File: src/rtl/of_pkg.sv
// of_pkg: opcode and immediate-mode encodings shared by the operand fetch stage
package of_pkg;
  localparam logic [4:0] OP_ST = 5'b01111;
  localparam logic [4:0] OP_RET = 5'b10100;
  localparam logic [1:0] MOD_SEXT = 2'b00;
  localparam logic [1:0] MOD_ZEXT = 2'b01;
  localparam logic [1:0] MOD_HIGH = 2'b10;
  localparam logic [1:0] MOD_ZERO = 2'b11;
endpackage

File: src/rtl/of_regfile.sv
// of_regfile: NUM_REGS x DATA_W register file, two async read ports, one sync write port
module of_regfile
  import of_pkg::*;
#(
  parameter int DATA_W = 32,
  parameter int NUM_REGS = 16,
  parameter int AW = $clog2(NUM_REGS)
) (
  input  logic              clk,
  input  logic              rst_n,
  input  logic              we,
  input  logic [AW-1:0]     waddr,
  input  logic [DATA_W-1:0] wdata,
  input  logic [AW-1:0]     raddr_a,
  output logic [DATA_W-1:0] rdata_a,
  input  logic [AW-1:0]     raddr_b,
  output logic [DATA_W-1:0] rdata_b
);
  logic [DATA_W-1:0] mem_q [NUM_REGS];
  logic [DATA_W-1:0] mem_d [NUM_REGS];

  assign rdata_a = mem_q[raddr_a];
  assign rdata_b = mem_q[raddr_b];

  // Next register contents: only the addressed entry changes on a write
  always_comb begin
    mem_d = mem_q;
    if (we) mem_d[waddr] = wdata;
  end

  // Storage, cleared asynchronously on reset
  always_ff @(posedge clk or negedge rst_n) begin
    if (!rst_n) begin
      for (int i = 0; i < NUM_REGS; i++) mem_q[i] <= '0;
    end else begin
      mem_q <= mem_d;
    end
  end
endmodule

File: src/rtl/operand_fetch_pipe.sv
// operand_fetch_pipe: decode + register read into a single valid/ready output stage.
// Define OF_WB_BYPASS_EN to forward a same-cycle writeback into captured operands.
module operand_fetch_pipe
  import of_pkg::*;
#(
  parameter int DATA_W = 32,
  parameter int NUM_REGS = 16,
  parameter int RA_IDX = 15,
  localparam int AW = $clog2(NUM_REGS)
) (
  input  logic              clk,
  input  logic              rst_n,
  input  logic              in_valid,
  output logic              in_ready,
  input  logic [DATA_W-1:0] instr,
  input  logic [DATA_W-1:0] pc_in,
  input  logic              flush,
  input  logic              wb_en,
  input  logic [AW-1:0]     wb_addr,
  input  logic [DATA_W-1:0] wb_data,
  output logic              out_valid,
  input  logic              out_ready,
  output logic [4:0]        opcode,
  output logic              imm_flag,
  output logic [AW-1:0]     rd,
  output logic [DATA_W-1:0] immx,
  output logic [DATA_W-1:0] branch_target,
  output logic [DATA_W-1:0] op1,
  output logic [DATA_W-1:0] op2,
  output logic [DATA_W-1:0] pc_out
);
  logic [4:0]        dec_op;
  logic              dec_imm;
  logic [AW-1:0]     dec_rd, dec_rs1, dec_rs2, ra, rb;
  logic [1:0]        dec_mod;
  logic [15:0]       imm16;
  logic [DATA_W-1:0] dec_immx, dec_bt, rd_a, rd_b, op1_cap, op2_cap;
  logic              cap, hold;

  logic              valid_q, valid_d, imm_flag_q, imm_flag_d;
  logic [4:0]        opcode_q, opcode_d;
  logic [AW-1:0]     rd_q, rd_d, ra_q, ra_d, rb_q, rb_d;
  logic [DATA_W-1:0] immx_q, immx_d, bt_q, bt_d, op1_q, op1_d, op2_q, op2_d, pc_q, pc_d;

  of_regfile #(.DATA_W(DATA_W), .NUM_REGS(NUM_REGS)) u_rf (
    .clk(clk), .rst_n(rst_n),
    .we(wb_en), .waddr(wb_addr), .wdata(wb_data),
    .raddr_a(ra), .rdata_a(rd_a),
    .raddr_b(rb), .rdata_b(rd_b)
  );

  // Field decode, immediate/branch formation and read-port steering
  always_comb begin
    dec_op   = instr[31:27];
    dec_imm  = instr[26];
    dec_rd   = instr[22 +: AW];
    dec_rs1  = instr[18 +: AW];
    dec_rs2  = instr[14 +: AW];
    dec_mod  = instr[17:16];
    imm16    = instr[15:0];
    dec_immx = !dec_imm              ? '0 :
               dec_mod == MOD_SEXT   ? DATA_W'($signed(imm16)) :
               dec_mod == MOD_ZEXT   ? DATA_W'(imm16) :
               dec_mod == MOD_HIGH   ? DATA_W'({imm16, 16'h0000}) : '0;
    dec_bt   = pc_in + (DATA_W'($signed(instr[26:0])) << 2);
    ra       = dec_op == OP_RET ? AW'(RA_IDX) : dec_rs1;
    rb       = dec_op == OP_ST ? dec_rd : dec_rs2;
`ifdef OF_WB_BYPASS_EN
    op1_cap  = (wb_en && wb_addr == ra) ? wb_data : rd_a;
    op2_cap  = (wb_en && wb_addr == rb) ? wb_data : rd_b;
`else
    op1_cap  = rd_a;
    op2_cap  = rd_b;
`endif
  end

  // Handshake and output-stage next state; held operands track writebacks
  always_comb begin
    in_ready   = !valid_q || out_ready;
    cap        = in_valid && in_ready && !flush;
    hold       = valid_q && !out_ready;
    valid_d    = flush ? 1'b0 : cap ? 1'b1 : out_ready ? 1'b0 : valid_q;
    opcode_d   = cap ? dec_op : opcode_q;
    imm_flag_d = cap ? dec_imm : imm_flag_q;
    rd_d       = cap ? dec_rd : rd_q;
    immx_d     = cap ? dec_immx : immx_q;
    bt_d       = cap ? dec_bt : bt_q;
    pc_d       = cap ? pc_in : pc_q;
    ra_d       = cap ? ra : ra_q;
    rb_d       = cap ? rb : rb_q;
    op1_d      = cap ? op1_cap : (hold && wb_en && wb_addr == ra_q) ? wb_data : op1_q;
    op2_d      = cap ? op2_cap : (hold && wb_en && wb_addr == rb_q) ? wb_data : op2_q;
  end

  // Output stage registers, cleared asynchronously on reset
  always_ff @(posedge clk or negedge rst_n) begin
    if (!rst_n) begin
      valid_q    <= 1'b0;
      opcode_q   <= '0;
      imm_flag_q <= 1'b0;
      rd_q       <= '0;
      immx_q     <= '0;
      bt_q       <= '0;
      pc_q       <= '0;
      ra_q       <= '0;
      rb_q       <= '0;
      op1_q      <= '0;
      op2_q      <= '0;
    end else begin
      valid_q    <= valid_d;
      opcode_q   <= opcode_d;
      imm_flag_q <= imm_flag_d;
      rd_q       <= rd_d;
      immx_q     <= immx_d;
      bt_q       <= bt_d;
      pc_q       <= pc_d;
      ra_q       <= ra_d;
      rb_q       <= rb_d;
      op1_q      <= op1_d;
      op2_q      <= op2_d;
    end
  end

  assign out_valid     = valid_q;
  assign opcode        = opcode_q;
  assign imm_flag      = imm_flag_q;
  assign rd            = rd_q;
  assign immx          = immx_q;
  assign branch_target = bt_q;
  assign pc_out        = pc_q;
  assign op1           = op1_q;
  assign op2           = op2_q;
endmodule

File: config.mk
export PLATFORM = sky130hd
export DESIGN_NAME = operand_fetch_pipe
export DESIGN_NICKNAME = d
export VERILOG_FILES = /design/src/rtl/of_pkg.sv /design/src/rtl/of_regfile.sv /design/src/rtl/operand_fetch_pipe.sv
export SDC_FILE = /design/constraint.sdc
export NUM_CORES = 2
export LEC_CHECK = 0
export BUFFER_PORTS_ARGS = -buffer_cell sky130_fd_sc_hd__buf_4
export CAP_MARGIN = 20
export CORE_ASPECT_RATIO = 1.25
export CORE_MARGIN = 1.5
export CORE_UTILIZATION = 24
export CTS_CLUSTER_DIAMETER = 40
export DETAILED_ROUTE_END_ITERATION = 16
export PLACE_DENSITY_LB_ADDON = 0.2
export SETUP_SLACK_MARGIN = 0.15
export SYNTH_ARGS = -nofsm -noshare
export SYNTH_HDL_FRONTEND = slang
export SYNTH_HIERARCHICAL = 1
export SYNTH_SLANG_ARGS = --single-unit
File: constraint.sdc
create_clock -name clk -period 2.6 [get_ports clk]
set_input_delay 0.52 -clock clk [delete_from_list [all_inputs] [get_ports clk]]
set_output_delay 0.52 -clock clk [all_outputs]
set_load 0.1 [all_outputs]
After elaboration in Yosys (flattened, before gate mapping)
Index checks and enable logic that the tools add are counted.

Flip-flop bits (word level): 691. Input port bits: 106. Logic and storage cells: 78.

Add/subtract/negate cells: 1. Magnitude comparators: 4. Equality and inequality tests: 6. Muxes and demuxes: 22. Bitwise gates (word level): 3. Reduce and logical (&&, ||, !) cells: 15.

Operators by type and width (number): $bwmux 512 (1); $mux 32 (13); $bmux 32 s4 (2); $demux 32 s4 (1); $add 32x32->32 (1); $ge 5x5->1 const B (3); $not 4->5 (3); $eq 4x4->1 (2); $mux 4 (2); $logic_and 1x1->1 (7); $eq 5x4->1 const B (1); $eq 5x5->1 const B (1); $lt 5x1->1 const B (1); $reduce_bool 2->1 (2); $logic_not 1->1 (3); $mux 1 (3); $reduce_bool 3->1 (1); $eq 2x1->1 const B (1); $eq 2x2->1 const B (1); $logic_not 2->1 (1); $logic_or 1x1->1 (1).

Longest topological paths before layout
Word-level depth: 7. Gate-level depth with buffers: 11. Mapped depth without buffers: 11.

Cells and area by module
Netlist, hierarchy kept.

Modules (own cells, without submodules): of_regfile (times used 1, cells each 1675, area each 26452.9 um^2, seq. area each 12812.3 um^2); operand_fetch_pipe (times used 1, cells each 927, area each 8738.4 um^2, seq. area each 4429.2 um^2).

Least setup slack after synthesis
No wires, ideal clock.

Path kind: reg2reg. From: register valid_q (netlist: out_valid). To: register immx_q[10] (netlist: immx[10]). Library setup time: 0.069 ns. Arrival time: 2.955 ns. Setup slack: -0.424 ns. Cell stages (with the launch flop): 7. Path buffers: 1. Clock period less this slack: 3.024 ns. Cell sequence: dfrtp_1 nor2b_1 inv_1 nand3b_1 nor3b_1 clkbuf_1 a22o_1.

Cells in the longest elaborated chain, start to end: 4.

Ends and longest elaborated chain: start: declaration (line operand_fetch_pipe.sv:40) `logic valid_q, valid_d, imm_flag_q, imm_flag_d;`; start signal: assignment (line operand_fetch_pipe.sv:110) `valid_q <= valid_d;`; $logic_not 1->1 (line operand_fetch_pipe.sv:79) `in_ready = !valid_q || out_ready;`; $logic_or 1x1->1 (line operand_fetch_pipe.sv:79); via in_ready (line operand_fetch_pipe.sv:14) `output logic in_ready,`; $logic_and 1x1->1 (2 in series) (line operand_fetch_pipe.sv:80) `cap = in_valid && in_ready && !flush;`; end signal: assignment (line operand_fetch_pipe.sv:114) `immx_q <= immx_d;`; end: declaration (line operand_fetch_pipe.sv:43) `logic [DATA_W-1:0] immx_q, immx_d, bt_q, bt_d, op1_q, op1_d, op2_q, op2_d, pc_q, pc_d;`.

The timed path passes the listed nets, and every way through them passes these cells. A chain may end at the register's enable or synchronous reset.

Worst setup path after layout
From: input pc_in[12]. To: register bt_q[28] (netlist: branch_target[28]).

Cells in the longest elaborated chain, start to end: 1.

Ends and longest elaborated chain: start: declaration (line operand_fetch_pipe.sv:16) `input logic [DATA_W-1:0] pc_in,`; $add 32x32->32 (line operand_fetch_pipe.sv:65) `dec_bt = pc_in + (DATA_W'($signed(instr[26:0])) << 2);`; end signal: assignment (line operand_fetch_pipe.sv:115) `bt_q <= bt_d;`; end: declaration (line operand_fetch_pipe.sv:43).

No other way between the ends.

==> impl_results.md <==
* Placement Cell Area at 41900 sq um
* Final cell count without fillers at 5046
* Global-route wire length before repair at approximately 190 mm
* Most instantiated cells after synthesis: dfrtp_1 (689), mux2_2 (510), nand2_1 (342), mux4_2 (256), a22oi_1 (160)
* Leakage at 19.9 nW
* Sequential-to-total area share from yosys stat at 49.0%
* Clock Tree Root: clkbuf_16
* Post-synth EDFFs at 0
* Total Routing Usage GR at between 15 and 20%
* Min cycle time layout at around 2.3 ns
* Tcrit/Tclk final at 89.9%
* I/O pin count at roughly 280
* Peak supply drop at a little over 0.5 mV
* Worst Reg-to-Reg Cells at 7
* Slew headroom at 33.5%
* Global placement routability congestion at ~0.77
* DP Cell Count at 4809
* Dominant cells by area after synthesis: dfrtp_1 (49%), mux4_2 (16%), mux2_2 (16%)
* HP Start: pc_in[18]
* Max-slew violations at 0
* Post-synth net total at 2738
* Post-layout util at 31.9%
* Area growth, synth to finish at 31.4%
* CP required at ~3.2 ns
* Initial DRT Pass Iterations at 4
* RSZ-0062 raised after global routing: false
* Worst-Skew Late Latency at 0.72 ns
* Syn Inst Count at 2602
* Number of DRC markers in iteration 0 at approximately 1200
* CTS H-tree depth at 3
* Fin Setup TNS at 0 ns
* Core area at 145000 sq um
* Post-DP HPWL at 81.5 mm
* Remaining antenna violation count at 0
* Top-area cell type share of the netlist area at between 40% and 50%
* FF-to-FF Start: out_valid$_DFFE_PN0P_
* Worst Hold Class: primary input to flip-flop
* Die W at around 350 um
* CP max FO at 5
* Ys Warns at 6
* Final Skew at 0.0265 ns
* Via density at 4.83
* DIE AREA at 149000 sq um
* Antenna violations before repair at 3
* Startpoint Class: primary input
* Clk pin slew, worst setup/hold paths at roughly 0.050 ns
* CTS Sinks at 689
* Routed WL at 127 mm
* WL/cell at 25.1 um
* PortBufs at roughly 280
* Endpoint class of the critical path: flip-flop
* Outcome: finished, final reports clean
* Synthesis-stage register bit count at a little under 700
* Mapped cell area at ~35000 sq um
* Vias in the first global route at roughly 26000
* Die H at 431 um
* DRC errors left at 0
* Final instance area at 46200 sq um
* PwrDens at 919 nW/um^2
* Cell accounting for the most synthesized area: dfrtp_1
* Mean Syn Cell Area at 13.5 sq um
* Largest net degree at the start of global routing at 68
* Fmax at 0.428 GHz
* CP Class: primary input to flip-flop
* Clk buf depth at 3
* Fin. Hold Viols at 0
* CTS Buf Count at approximately 110
* # rows at 156
* WHS Path Cells at 3
* Vias post-DR at 24400
* Pre-CTS setup slack at -0.445 ns
* Cell with the most instances after synthesis: dfrtp_1
* Inserted Diodes at 0
* Final net count at 3197
* Most used DFF post-synth: dfrtp_1
* Slew of the pin with the lowest slew margin at 0.995 ns
* Filler Cell Count at 14500
* Crit path launch: pc_in[12]
* TritonCTS clock tree: built
* Max_cap viols at 0
* Unique masters post-synth at 57
* Fraction of layout cells with a size suffix above 1 at 49.2%
* Total congestion overflow at 0
* Setup WS post-layout at 0.264 ns
* CP arrival at 2.96 ns
* Initial cell density of the core at 24.3%
* Final setup fails at 0
* Synth async-reset ratio at 100%
[cell families (layout without fill, tap and decap cells)]
| logic type | after synthesis | after routing | synth area share, % |
|---|---|---|---|
| AO/OA/AOI/OAI | 346 | 346 | 6.84 |
| XOR/XNOR | 28 | 28 | 0.697 |
| adder cells (fa/ha/maj) | 30 | 30 | 1.09 |
| buffers and inverters | 237 | 785 | 2.82 |
| flip-flops | 689 | 689 | 49.0 |
| multiplexers | 809 | 809 | 34.0 |
| AND/OR/NAND/NOR | 463 | 463 | 5.60 |
[metrics by stage]
| step | total power, mW | hold WS [ns] |
|---|---|---|
| after floorplan | 23.3 | 0.224 |
| after global placement | 27.0 | 0.460 |
| after detailed placement | 27.2 | 0.464 |
| after CTS | 43.0 | 0.000134 |
| after global routing | 44.4 | 0.0371 |
| final | 42.5 | 0.0528 |
[final cells by class]
cell class              instances  area [sq um]  share of cell area [%]
repair buffers                574          5390                    11.7
flip-flops and latches        689         17200                    37.3
clock buffers                 134          2940                    6.36
inverters                      13          52.6                   0.114
well taps                    1896          2370                    5.13
multi-input cells            1676         17300                    37.4
clock inverters                64           962                    2.08
[layout by cell type (no fill, tap or decap), types with 12 or more instances in the layout]
master / synthesis / final
mux2_2: 510 / 508
nor2_4: 0 / 14
mux4_2: 256 / 256
inv_6: 0 / 13
dlygate4sd3_1: 0 / 35
a22oi_1: 160 / 160
clkbuf_16: 0 / 109
buf_4: 3 / 459
dfrtp_1: 689 / 688
mux2i_1: 33 / 33
a21oi_1: 33 / 31
nand2b_1: 24 / 21
clkbuf_1: 137 / 13
ha_1: 29 / 25
nand2_1: 342 / 341
clkbuf_8: 0 / 12
o21ai_0: 68 / 67
buf_12: 0 / 79
bufinv_16: 0 / 18
a22o_1: 30 / 30
xnor2_1: 20 / 19
nor2_1: 30 / 16
[critical path, stage by stage]
cell and delay, ns:
dlygate4sd3_1 0.54, buf_4 0.14, ha_1 0.28, or2_2 0.31
a21oi_1 0.15, a21o_1 0.13, o31a_1 0.13, buf_4 0.15
o31ai_4 0.09, a2111o_1 0.42, o311ai_1 0.08
[metal layers]
metal	routed length (um)	global-route usage [%]	vias up
met5	24	0	-
met4	3490	5.83	4
met3	4540	2.22	191
met2	63500	29.5	498
met1	55100	21.8	13000
li1	-	-	10700
[registers in the layout, indices dropped and copies added, names as in the netlist]
| signal | cells |
|---|---|
| op2 | 32 |
| out_valid | 1 |
| opcode | 5 |
| rd | 4 |
| op1 | 32 |
| rb_q | 4 |
| immx | 32 |
| branch_target | 30 |
| pc_out | 32 |
| u_rf/mem_q | 512 |
| ra_q | 4 |
| imm_flag | 1 |
[report_power, final]
part           internal [mW]  switching (mW)
logic                   4.95            6.98
clock network           9.89            5.71
registers               13.1            1.84
total                   28.0            14.5
[repair_timing]
item / 4_1_cts / 5_1_grt
gates resized for setup: 0 / 6
hold endpoints to repair: 68 / 0
hold buffers: 35 / 0
endpoints found under the setup margin: 0 / 8
buffers inserted: 0 / 4
[path summary, 6_finish.rpt]
path                       slack (ns)                             to
hold / removal                   0.05         pc_out[18]$_DFFE_PN0P_
min in group asynchronous        0.32     u_rf/mem_q[66]$_DFFE_PN0P_
setup reg to reg                 0.59             op2[1]$_DFFE_PN0P_
setup / recovery                 0.26  branch_target[28]$_DFFE_PN0P_
max in group asynchronous        1.31            rb_q[2]$_DFFE_PN0P_
hold reg to reg                  0.47             op2[5]$_DFFE_PN0P_
No activity file was read; power rests on OpenSTA's default activity.
